[src/rtl/rr_arb_pkg.sv]
// Shared definitions for the round-robin grant arbiter: FSM state encoding
// and the width of the optional hold counter.
package rr_arb_pkg;

  typedef enum logic {
    ARB_IDLE  = 1'b0,
    ARB_OWNED = 1'b1
  } arb_state_e;

  localparam int W_HOLD = 16;

endpackage : rr_arb_pkg

[src/rtl/rr_mask_select.sv]
// Combinational round-robin winner selection: first request strictly above the
// last-served requester, wrapping to the lowest request when none is above.
module rr_mask_select #(
  parameter int N_REQ = 4,
  parameter int W_IDX = $clog2(N_REQ)
) (
  input  logic [N_REQ-1:0] req_i,
  input  logic [N_REQ-1:0] last_i,
  output logic [N_REQ-1:0] win_o,
  output logic [W_IDX-1:0] win_idx_o
);

  localparam logic [N_REQ-1:0] ONE = {{(N_REQ-1){1'b0}}, 1'b1};

  logic [N_REQ-1:0] mask;
  logic [N_REQ-1:0] masked;
  logic [N_REQ-1:0] cand;

  // NOTE: every output gets a default before the loop so no latch is inferred.
  always_comb begin
    win_idx_o = '0;
    // (last << 1) - 1 covers last and everything below it; the top bit of
    // last shifts out, giving an empty mask and forcing the wrap-around.
    mask      = ~((last_i << 1) - ONE);
    masked    = req_i & mask;
    cand      = (|masked) ? masked : req_i;
    win_o     = cand & (~cand + ONE);
    for (int i = 0; i < N_REQ; i++) begin
      if (win_o[i]) win_idx_o = W_IDX'(i);
    end
  end

endmodule : rr_mask_select

[src/rtl/rr_grant_arbiter.sv]
// Round-robin arbiter with registered one-hot grant held until release.
// Define RR_ARB_TIMEOUT_EN to build the hold counter that revokes long grants.
module rr_grant_arbiter
  import rr_arb_pkg::*;
#(
  parameter int N_REQ    = 4,
  parameter int W_IDX    = $clog2(N_REQ),
  parameter int MAX_HOLD = 255
) (
  input  logic             clk,
  input  logic             rst_n,
  input  logic [N_REQ-1:0] req_i,
  input  logic             release_i,
  output logic [N_REQ-1:0] gnt_o,
  output logic             gnt_valid_o,
  output logic [W_IDX-1:0] gnt_idx_o,
  output logic             timeout_o
);

  localparam logic [N_REQ-1:0] LAST_RST = {1'b1, {(N_REQ-1){1'b0}}};

  arb_state_e       state_q;
  logic [N_REQ-1:0] last_q;
  logic [N_REQ-1:0] gnt_q;
  logic [W_IDX-1:0] idx_q;
  logic             timeout_q;

  logic [N_REQ-1:0] win;
  logic [W_IDX-1:0] win_idx;
  logic             force_rel;
  logic             do_arb;

  rr_mask_select #(
    .N_REQ (N_REQ),
    .W_IDX (W_IDX)
  ) u_sel (
    .req_i     (req_i),
    .last_i    (last_q),
    .win_o     (win),
    .win_idx_o (win_idx)
  );

`ifdef RR_ARB_TIMEOUT_EN
  logic [W_HOLD-1:0] hold_q;

  // A real release in the same cycle takes precedence, so no timeout then.
  assign force_rel = (state_q == ARB_OWNED) && !release_i &&
                     (hold_q == W_HOLD'(MAX_HOLD - 1));

  always_ff @(posedge clk or negedge rst_n) begin
    if (!rst_n) begin
      hold_q <= '0;
    end else if (do_arb) begin
      hold_q <= '0;
    end else begin
      hold_q <= hold_q + 1'b1;
    end
  end
`else
  logic unused_cfg;

  assign force_rel  = 1'b0;
  assign unused_cfg = ^W_HOLD'(MAX_HOLD);
`endif

  // Idle always arbitrates; an owned grant only on release or timeout.
  assign do_arb = (state_q == ARB_IDLE) || release_i || force_rel;

  // NOTE: sequential state uses non-blocking assignments only.
  always_ff @(posedge clk or negedge rst_n) begin
    if (!rst_n) begin
      state_q   <= ARB_IDLE;
      last_q    <= LAST_RST;
      gnt_q     <= '0;
      idx_q     <= '0;
      timeout_q <= 1'b0;
    end else begin
      timeout_q <= force_rel;
      if (do_arb) begin
        if (|req_i) begin
          state_q <= ARB_OWNED;
          gnt_q   <= win;
          idx_q   <= win_idx;
          last_q  <= win;
        end else begin
          state_q <= ARB_IDLE;
          gnt_q   <= '0;
        end
      end
    end
  end

  assign gnt_o       = gnt_q;
  assign gnt_valid_o = |gnt_q;
  assign gnt_idx_o   = idx_q;
  assign timeout_o   = timeout_q;

endmodule : rr_grant_arbiter
[config.mk]
export PLATFORM = sky130hd
export DESIGN_NAME = rr_grant_arbiter
export DESIGN_NICKNAME = d
export VERILOG_FILES = /design/src/rtl/rr_arb_pkg.sv /design/src/rtl/rr_mask_select.sv /design/src/rtl/rr_grant_arbiter.sv
export SDC_FILE = /design/constraint.sdc
export NUM_CORES = 1
export LEC_CHECK = 0
export CORE_MARGIN = 3
export CORE_UTILIZATION = 35
export CTS_BUF_LIST = sky130_fd_sc_hd__clkbuf_4 sky130_fd_sc_hd__clkbuf_8
export DETAILED_ROUTE_END_ITERATION = 8
export SYNTH_ARGS = -nofsm -noshare
export SYNTH_HDL_FRONTEND = slang
export SYNTH_SLANG_ARGS = --single-unit
[constraint.sdc]
create_clock -name clk -period 1.9 [get_ports clk]
set_input_delay 0.38 -clock clk [delete_from_list [all_inputs] [get_ports clk]]
set_output_delay 0.38 -clock clk [all_outputs]
set_load 0.05 [all_outputs]
==> results of run 1 <==
-- layout by cell type, fill, tap and decap left out, types with 2 or more instances in the layout --
master	count
inv_1	3
a21o_1	5
o21ai_0	2
dfrtp_1	10
clkbuf_4	3
o211ai_1	2
nand2_1	10
buf_4	5
clkdlybuf4s50_1	9
nor2_1	2
-- logic make-up (layout without fill, tap and decap cells) --
family          after synthesis  in the layout  share of synthesized area [%]
simple gates                 17             17                           14.9
compound gates               16             16                           24.1
flops                        10             10                           49.8
buf+inv                       5             21                           4.48
xor+xnor                      2              2                           3.48
fa+ha+maj                     1              1                           2.49
other cells                   1              1                          0.746
-- metrics by stage --
stage	hold slack, ns	area [um2]	utilization [%]
global route	0.437	674	51.2
floorplan	0.0844	503	-
detailed placement	0.477	638	48.4
CTS	0.438	674	51.2
global placement	0.470	638	48.4
finish	0.426	674	51.2
-- power by group through the flow --
stage,combinational (mW),clock [mW],sequential [mW]
3_5_place_dp,0.492,0,0.314
5_1_grt,0.524,0.212,0.316
3_3_place_gp,0.491,0,0.313
6_report,0.487,0.191,0.309
4_1_cts,0.493,0.195,0.310
2_1_floorplan,0.217,0,0.440
-- layout make-up --
| cell class | count | area (um2) | area share, % |
|---|---|---|---|
| inverters | 3 | 11.3 | 1.67 |
| multi-input cells | 37 | 230 | 34.1 |
| well taps | 15 | 18.8 | 2.78 |
| clock buffers | 4 | 36.3 | 5.38 |
| flip-flops and latches | 10 | 250 | 37.1 |
| repair buffers | 14 | 128 | 18.9 |
-- worst min path at each step --
stage | slack (ns) | cells after the start | endpoint
final | 0.43 | 1 | gnt_o[1]
after global routing | 0.44 | 1 | gnt_o[1]
after CTS | 0.44 | 1 | gnt_o[1]
after detailed placement | 0.48 | 2 | last_q[1]
after global placement | 0.47 | 2 | last_q[1]
after floorplan | 0.08 | 0 | gnt_idx_o[0]
-- registers in the layout (all words and copies together), names as in the netlist --
register and flops:
gnt_idx_o 2, gnt_o 4, last_q 3, state_q 1
-- routing by layer --
layer / wire length, um / vias to the layer above / part of all wire (%) / GRT usage, %
met4: 0 / 0 / 0 / 1.81
met3: 52 / 0 / 5.2 / 7.47
met5: 0 / - / 0 / 0
li1: - / 213 / - / -
met1: 473 / 194 / 47 / 15.1
met2: 477 / 7 / 48 / 19.8
==> impl_metrics.env, run 1 <==
export IMPL_syn_nets=60
export IMPL_ys_flop_type="dfrtp_1"
export IMPL_switching_share_pct=43.7
export IMPL_internal_power_mw=0.555
export IMPL_clkPwrFrac_pct=19.3
export IMPL_maxCapViolCount=0
export IMPL_fin_cells=83
export IMPL_path_clk_slew_ns=0.07
export IMPL_crit_path_end_kind="output pin"
export IMPL_avgSynthCellArea_um2=9.67
export IMPL_synth_top_area_share_pct=49.8
export IMPL_fp_dieH_um=43.9
export IMPL_grt_ovfl_total=0
export IMPL_fill_cells=123
export IMPL_yosys_area_top_type="dfrtp_1"
export IMPL_dieArea_um2=1930
export IMPL_post_cts_buffers=0
export IMPL_syn_instance_count=52
export IMPL_final_max_slew_viol_count=0
export IMPL_drc_errors=0
export IMPL_tns_ns=0
export IMPL_cts_max_level=1
export IMPL_ctsHoldBuffers=0
export IMPL_min_period_ns=1.80
export IMPL_crit_path_cell_trace="clkdlybuf4s50_1"
export IMPL_power_leakage_nw=0.338
export IMPL_crit_cells=1
export IMPL_synthTopCellsByCount="dfrtp_1 (10), nand2_1 (10), a21o_1 (5)"
export IMPL_die_width_um=43.9
export IMPL_synth_edf_count=0
export IMPL_peakVddDrop_uv=851
export IMPL_max_freq_mhz=554
export IMPL_coreArea_um2=1320
export IMPL_combPwrFrac_pct=49.4
export IMPL_hpwl_um=839
export IMPL_drtIter0Drc=2
export IMPL_post_place_ws_ns=0.186
export IMPL_crit_required_ns=1.52
export IMPL_yosysWarnings=0
export IMPL_hold_class="input pin to asynchronous set/reset pin"
export IMPL_clockRootBuffer="clkbuf_4"
export IMPL_finalClockSkew_ns=0.00293
export IMPL_syn2layout_area_growth_pct=34.1
export IMPL_reg2regPathDepth=6
export IMPL_nNetsFinal=77
export IMPL_crit_start="gnt_o[1]"
export IMPL_cp_start_kind="register"
export IMPL_place_congestion=0.752
export IMPL_async_flop_share_pct=100
export IMPL_rsz0062_at_grt="no"
export IMPL_grt_usage_pct=12.6
export IMPL_grt_first_pass_wirelength_um=1710
export IMPL_endpoint="gnt_o[1]"
export IMPL_worst_slack_ns=0.0960
export IMPL_max_stage_delay_ns=0.80
export IMPL_antenna_found_initial=0
export IMPL_clock_path_buffers=2
export IMPL_antennaDiodeCount=0
export IMPL_total_power_mw=0.986
export IMPL_clock_sinks=10
export IMPL_numCtsBuffers=3
export IMPL_via_per_inst=4.99
export IMPL_crit_family="buffers and inverters"
export IMPL_drive_above_1_share_pct=14.7
export IMPL_cts_tree="done"
export IMPL_vias=414
export IMPL_period_share_pct=94.9
export IMPL_port_buffers=13
export IMPL_finalHoldViolCount=0
export IMPL_drt_wirelength_per_cell_um=12.1
export IMPL_pwr_density_cell_nw_per_um2=1460
export IMPL_yosys_register_bits=10
export IMPL_grt_pass1_vias=420
export IMPL_ant_nets=0
export IMPL_clock_latency_ns=0.26
export IMPL_reg2reg_from="last_q[0]"
export IMPL_syn_area_um2=503
export IMPL_slowest_stage="clkdlybuf4s50_1"
export IMPL_ys_types=25
export IMPL_status="finished clean"
export IMPL_p_switching_mw=0.431
export IMPL_yosysSeqAreaShare_pct=49.8
export IMPL_synthTopCellsByArea="dfrtp_1 (50%), a21o_1 (7.5%), nand2_1 (7.5%), o211ai_1 (3.0%), ha_1 (2.5%)"
export IMPL_grt_max_degree=11
export IMPL_crit_type="register to output pin"
export IMPL_finalSetupViolations=0
export IMPL_drt_total_wl_um=1000
export IMPL_num_rows=13
export IMPL_place_inst=79
export IMPL_drt_pass1_iterations=3
export IMPL_critPathBufInv=1
export IMPL_start_util_pct=38.2
export IMPL_worstPathArrival_ns=1.42
export IMPL_cp_max_fo=3
export IMPL_ctsResizeCount=0
export IMPL_rrSetupSlack_ns=0.31
export IMPL_r2r_end="gnt_o[2]"
export IMPL_ios=15
export IMPL_seq_power_share_pct=31.3
Power figures use the tool's default switching activity.
==> run 2, diff against run 1 <==
CORE_MARGIN = 1   (was 3)
==> run 2 against run 1 <==
Compared with the run above: sequential share of layout area fell by 0.41 points; wire length rose by 0.60%; clock power barely moved; non-clock buffer count did not move; global-route usage rose by 3.9 points; critical path depth did not move; clock skew barely moved; utilization rose by 0.57 points; combinational power rose by 2%; flip-flop and latch count did not move; sequential power barely moved; critical path type unchanged; largest cell class unchanged; highest routed layer unchanged.
==> impl_metrics.env, run 2 (synthesis gave the netlist of run 1 again) <==
export IMPL_final_cell_mix="clkdlybuf4s50_1 (12), nand2_1 (10), dfrtp_1 (10)"
export IMPL_clockRootBuffer="clkbuf_4"
export IMPL_drt_wirelength_per_cell_um=12.2
export IMPL_power_leakage_nw=0.333
export IMPL_layout_commonest_cell="clkdlybuf4s50_1"
export IMPL_numCtsBuffers=3
export IMPL_coreArea_um2=1320
export IMPL_combPwrFrac_pct=49.9
export IMPL_post_place_ws_ns=0.208
export IMPL_drt_pass1_iterations=3
export IMPL_clkPwrFrac_pct=19.2
export IMPL_internal_power_mw=0.561
export IMPL_syn2layout_area_growth_pct=35.6
export IMPL_ios=15
export IMPL_cts_max_level=1
export IMPL_grt_max_degree=11
export IMPL_timing_hold_ws_ns=0.430
export IMPL_drt_total_wl_um=1010
export IMPL_max_stage_delay_ns=0.81
export IMPL_cts_tree="done"
export IMPL_ctsResizeCount=0
export IMPL_largest_reg_flops=4
export IMPL_seq_power_share_pct=30.9
export IMPL_drtIter0Drc=6
export IMPL_num_rows=13
export IMPL_cp_start_kind="register"
export IMPL_grt_usage_pct=16.5
export IMPL_grt_pass1_vias=404
export IMPL_total_power_mw=0.996
export IMPL_via_per_inst=5.00
export IMPL_grt_ovfl_total=0
export IMPL_p_switching_mw=0.434
export IMPL_reg2reg_from="last_q[0]"
export IMPL_reg2regPathDepth=6
export IMPL_ctsHoldBuffers=0
export IMPL_pwr_density_cell_nw_per_um2=1460
export IMPL_finalSetupViolations=0
export IMPL_crit_path_end_kind="output pin"
export IMPL_nNetsFinal=77
export IMPL_hold_class="input pin to asynchronous set/reset pin"
export IMPL_clock_path_buffers=2
export IMPL_switching_share_pct=43.6
export IMPL_maxCapViolCount=0
export IMPL_finalClockSkew_ns=0.00260
export IMPL_min_period_ns=1.83
export IMPL_hpwl_um=789
export IMPL_rsz0062_at_grt="no"
export IMPL_post_cts_buffers=0
export IMPL_crit_cells=1
export IMPL_die_width_um=39.9
export IMPL_grt_first_pass_wirelength_um=1660
export IMPL_ant_nets=0
export IMPL_worstPathArrival_ns=1.45
export IMPL_drc_errors=0
export IMPL_peakVddDrop_uv=715
export IMPL_tns_ns=0
export IMPL_vias=415
export IMPL_final_max_slew_viol_count=0
export IMPL_r2r_end="gnt_idx_o[0]"
export IMPL_port_buffers=13
export IMPL_max_freq_mhz=547
export IMPL_start_util_pct=38.2
export IMPL_cp_max_fo=3
export IMPL_crit_type="register to output pin"
export IMPL_finalHoldViolCount=0
export IMPL_dieArea_um2=1590
export IMPL_critPathBufInv=1
export IMPL_worst_slack_ns=0.0717
export IMPL_status="finished clean"
export IMPL_crit_required_ns=1.52
export IMPL_fp_dieH_um=39.9
export IMPL_antenna_found_initial=0
export IMPL_slowest_stage="clkdlybuf4s50_1"
export IMPL_place_congestion=0.713
export IMPL_antennaDiodeCount=0
export IMPL_clock_latency_ns=0.27
export IMPL_crit_path_cell_trace="clkdlybuf4s50_1"
export IMPL_path_clk_slew_ns=0.07
export IMPL_period_share_pct=96.2
export IMPL_crit_family="buffers and inverters"
export IMPL_drive_above_1_share_pct=10.3
export IMPL_clock_sinks=10
export IMPL_rrSetupSlack_ns=0.25
## run 2: metrics by stage
stage,instance area (um2),std cells,utilization [%]
after floorplan,503,52,-
after global placement,646,79,49.0
after detailed placement,646,79,49.0
after CTS,682,83,51.8
after global routing,682,83,51.8
final,682,83,51.8
## run 2: power groups by stage
stage	combinational (mW)	clock [mW]	sequential (mW)
4_1_cts	0.499	0.200	0.308
5_1_grt	0.533	0.215	0.316
2_1_floorplan	0.217	0	0.440
3_3_place_gp	0.494	0	0.312
3_5_place_dp	0.497	0	0.312
6_report	0.497	0.192	0.308
## run 2: cell type report
class | instances | area, um2
clock buffers | 4 | 36.3
inverters | 3 | 11.3
fillers | 118 | 636
flip-flops and latches | 10 | 250
multi-input cells | 37 | 230
repair buffers | 14 | 135
well taps | 15 | 18.8
## run 2: metal layers
metal / wire length (um) / global-route usage (%) / part of all wire (%) / up-vias
met2: 447 / 24.2 / 44 / 8
li1: - / - / - / 213
met5: 0 / 0 / 0 / -
met4: 0 / 5.17 / 0 / 0
met3: 52 / 8.52 / 5.1 / 0
met1: 510 / 20.6 / 50 / 194
## run 2: worst max-delay path by stage
| stage | startpoint | endpoint | slack [ns] |
|---|---|---|---|
| final | gnt_o[3] | gnt_o[3] | 0.07 |
| after detailed placement | req_i[3] | gnt_o[2] | 0.21 |
| after global routing | gnt_o[3] | gnt_o[3] | 0.01 |
| after global placement | req_i[3] | gnt_o[2] | 0.21 |
| after CTS | gnt_o[3] | gnt_o[3] | 0.06 |
| after floorplan | gnt_o[1] | gnt_valid_o | 0.13 |
==> run 3, diff against run 2 <==
ABC_AREA = 1   (was default)
==> run 3 against run 2 <==
Compared with the run above: via count grew 12%; wire length grew 7.1%; final cell count grew 20%; sequential share of layout area shrank 2.1 points; clock power is essentially flat; non-clock buffer count shrank 1; largest power group unchanged; largest cell class unchanged; setup slack is essentially flat; worst hold slack lost 0.014 ns; die area grew 8.5%.
==> impl_metrics.env, run 3 <==
export IMPL_p_switching_mw=0.658
export IMPL_reg2regPathDepth=10
export IMPL_gr_usage_met3_pct=8.26
export IMPL_crit_path_cell_trace="clkdlybuf4s50_1"
export IMPL_port_buffers=13
export IMPL_grt_max_degree=11
export IMPL_drt_pass1_iterations=4
export IMPL_layout_commonest_cell="nand2_1"
export IMPL_place_congestion=0.814
export IMPL_crit_family="buffers and inverters"
export IMPL_antenna_found_initial=0
export IMPL_crit_cells=1
export IMPL_syn_instance_count=69
export IMPL_slowest_stage="clkdlybuf4s50_1"
export IMPL_endpoint="gnt_o[2]"
export IMPL_die_width_um=41.6
export IMPL_coreArea_um2=1380
export IMPL_final_cell_mix="nand2_1 (20), clkdlybuf4s50_1 (12), inv_1 (10), dfrtp_1 (10), nor2_1 (6)"
export IMPL_fin_cells=100
export IMPL_nNetsFinal=94
export IMPL_rrSetupSlack_ns=0.42
export IMPL_seq_power_share_pct=26.5
export IMPL_crit_start="gnt_o[2]"
export IMPL_syn_nets=77
export IMPL_power_leakage_nw=0.375
export IMPL_drtIter0Drc=7
export IMPL_ctsHoldBuffers=0
export IMPL_max_freq_mhz=547
export IMPL_ys_types=19
export IMPL_syn2layout_area_growth_pct=32.0
export IMPL_period_share_pct=96.2
export IMPL_path_clk_slew_ns=0.07
export IMPL_cts_max_level=1
export IMPL_clkPwrFrac_pct=14.3
export IMPL_dieArea_um2=1730
export IMPL_yosysWarnings=0
export IMPL_yosysSeqAreaShare_pct=45.7
export IMPL_finalClockSkew_ns=0.00894
export IMPL_yosysMostFrequentCell="nand2_1"
export IMPL_maxCapViolCount=0
export IMPL_synth_top_area_share_pct=45.7
export IMPL_rsz0062_at_grt="no"
export IMPL_finalHoldViolCount=0
export IMPL_async_flop_share_pct=100
export IMPL_avgSynthCellArea_um2=7.94
export IMPL_ctsResizeCount=0
export IMPL_finalSetupViolations=0
export IMPL_place_inst=96
export IMPL_tns_ns=0
export IMPL_cp_max_fo=3
export IMPL_antennaDiodeCount=0
export IMPL_drt_wirelength_per_cell_um=10.8
export IMPL_grt_first_pass_wirelength_um=1930
export IMPL_syn_area_um2=548
export IMPL_critPathBufInv=1
export IMPL_clock_latency_ns=0.27
export IMPL_ios=15
export IMPL_grt_usage_pct=14.9
export IMPL_clockRootBuffer="clkbuf_4"
export IMPL_status="finished clean"
export IMPL_yosys_register_bits=10
export IMPL_drive_above_1_share_pct=17.6
export IMPL_fin_util_pct=52.3
export IMPL_ys_flop_type="dfrtp_1"
export IMPL_synth_edf_count=0
export IMPL_fp_dieH_um=41.6
export IMPL_grt_met2_usage_pct=19.7
export IMPL_drc_errors=0
export IMPL_num_rows=13
export IMPL_final_max_slew_viol_count=0
export IMPL_reg2reg_from="last_q[0]"
export IMPL_worst_pin_slew_ns=0.496
export IMPL_worstPathArrival_ns=1.45
export IMPL_peakVddDrop_uv=985
export IMPL_min_period_ns=1.83
export IMPL_clock_path_buffers=2
export IMPL_relSlewSlack_pct=66.8
export IMPL_post_cts_buffers=0
export IMPL_internal_power_mw=0.666
export IMPL_numCtsBuffers=3
export IMPL_grt_pass1_vias=432
export IMPL_crit_type="register to output pin"
export IMPL_drt_total_wl_um=1080
export IMPL_crit_path_end_kind="output pin"
export IMPL_crit_required_ns=1.52
export IMPL_largest_reg_flops=4
export IMPL_synthTopCellsByArea="dfrtp_1 (46%), nand2_1 (14%), inv_1 (6.8%), nor2_1 (4.1%), a31oi_4 (3.9%)"
export IMPL_yosys_area_top_type="dfrtp_1"
export IMPL_ant_nets=0
export IMPL_hold_class="input pin to asynchronous set/reset pin"
export IMPL_combPwrFrac_pct=59.2
export IMPL_cts_tree="done"
export IMPL_grt_ovfl_total=0
export IMPL_via_per_inst=4.65
export IMPL_vias=465
export IMPL_hpwl_um=865
export IMPL_synthTopCellsByCount="nand2_1 (20), dfrtp_1 (10), inv_1 (10)"
export IMPL_pwr_density_cell_nw_per_um2=1830
export IMPL_r2r_end="last_q[2]"
export IMPL_switching_share_pct=49.7
export IMPL_cp_start_kind="register"
export IMPL_start_util_pct=39.6
export IMPL_busiest_layer="met1"
export IMPL_met1_usage_pct=21.0
export IMPL_clock_sinks=10
export IMPL_max_stage_delay_ns=0.81
run 3: cell types whose count changed after synthesis, sizes merged, moves of 2 or more:
cell	before	now
a21o	5	0
inv	3	13
nand2	10	22
nand3	1	5
nor2	2	8
o211ai	2	0
o22ai	0	2
run 3: metrics by stage:
stage / power, mW / worst slack, ns / instance area, um2 / hold WS (ns)
floorplan: 0.912 / 0.391 / 548 / 0.0844
global route: 1.43 / 0.00363 / 723 / 0.467
detailed placement: 1.14 / 0.223 / 687 / 0.491
CTS: 1.33 / 0.0535 / 723 / 0.438
global placement: 1.14 / 0.227 / 687 / 0.494
finish: 1.32 / 0.0716 / 723 / 0.416
run 3: layout make-up:
type	count	area, um2
clock buffers	4	36.3
fillers	126	659
repair buffers	13	128
multi-input cells	45	241
well taps	15	18.8
inverters	13	48.8
flip-flops and latches	10	250
run 3: worst min path at each step:
stage	start	to	slack (ns)
global route	rst_n	last_q[2]	0.47
CTS	rst_n	last_q[2]	0.44
finish	rst_n	gnt_idx_o[1]	0.42
detailed placement	gnt_idx_o[1]	gnt_idx_o[1]	0.49
floorplan	rst_n	gnt_idx_o[0]	0.08
global placement	gnt_idx_o[1]	gnt_idx_o[1]	0.49
run 3: cell families (layout without fill, tap and decap cells):
kind of cell               count (synthesis)  after routing  share of synthesized area (%)
buffers and inverters                     14             30                           10.3
adders and majority gates                  1              1                           2.28
other                                      1              1                          0.684
DFF                                       10             10                           45.7
and+or+nand+nor                           36             36                           30.8
AOI/OAI and AO/OA                          7              7                           10.3
run 3: layer usage:
layer | vias to the layer above | wire, um
met1 | 206 | 542
met3 | 2 | 71
met5 | - | 0
met4 | 0 | 15
met2 | 14 | 453
li1 | 243 | -
run 3: power groups by stage:
stage / clock [mW] / combinational [mW] / sequential (mW)
after CTS: 0.197 / 0.787 / 0.350
after global routing: 0.207 / 0.859 / 0.363
final: 0.190 / 0.783 / 0.351
after detailed placement: 0 / 0.787 / 0.352
after floorplan: 0 / 0.369 / 0.543
after global placement: 0 / 0.787 / 0.353
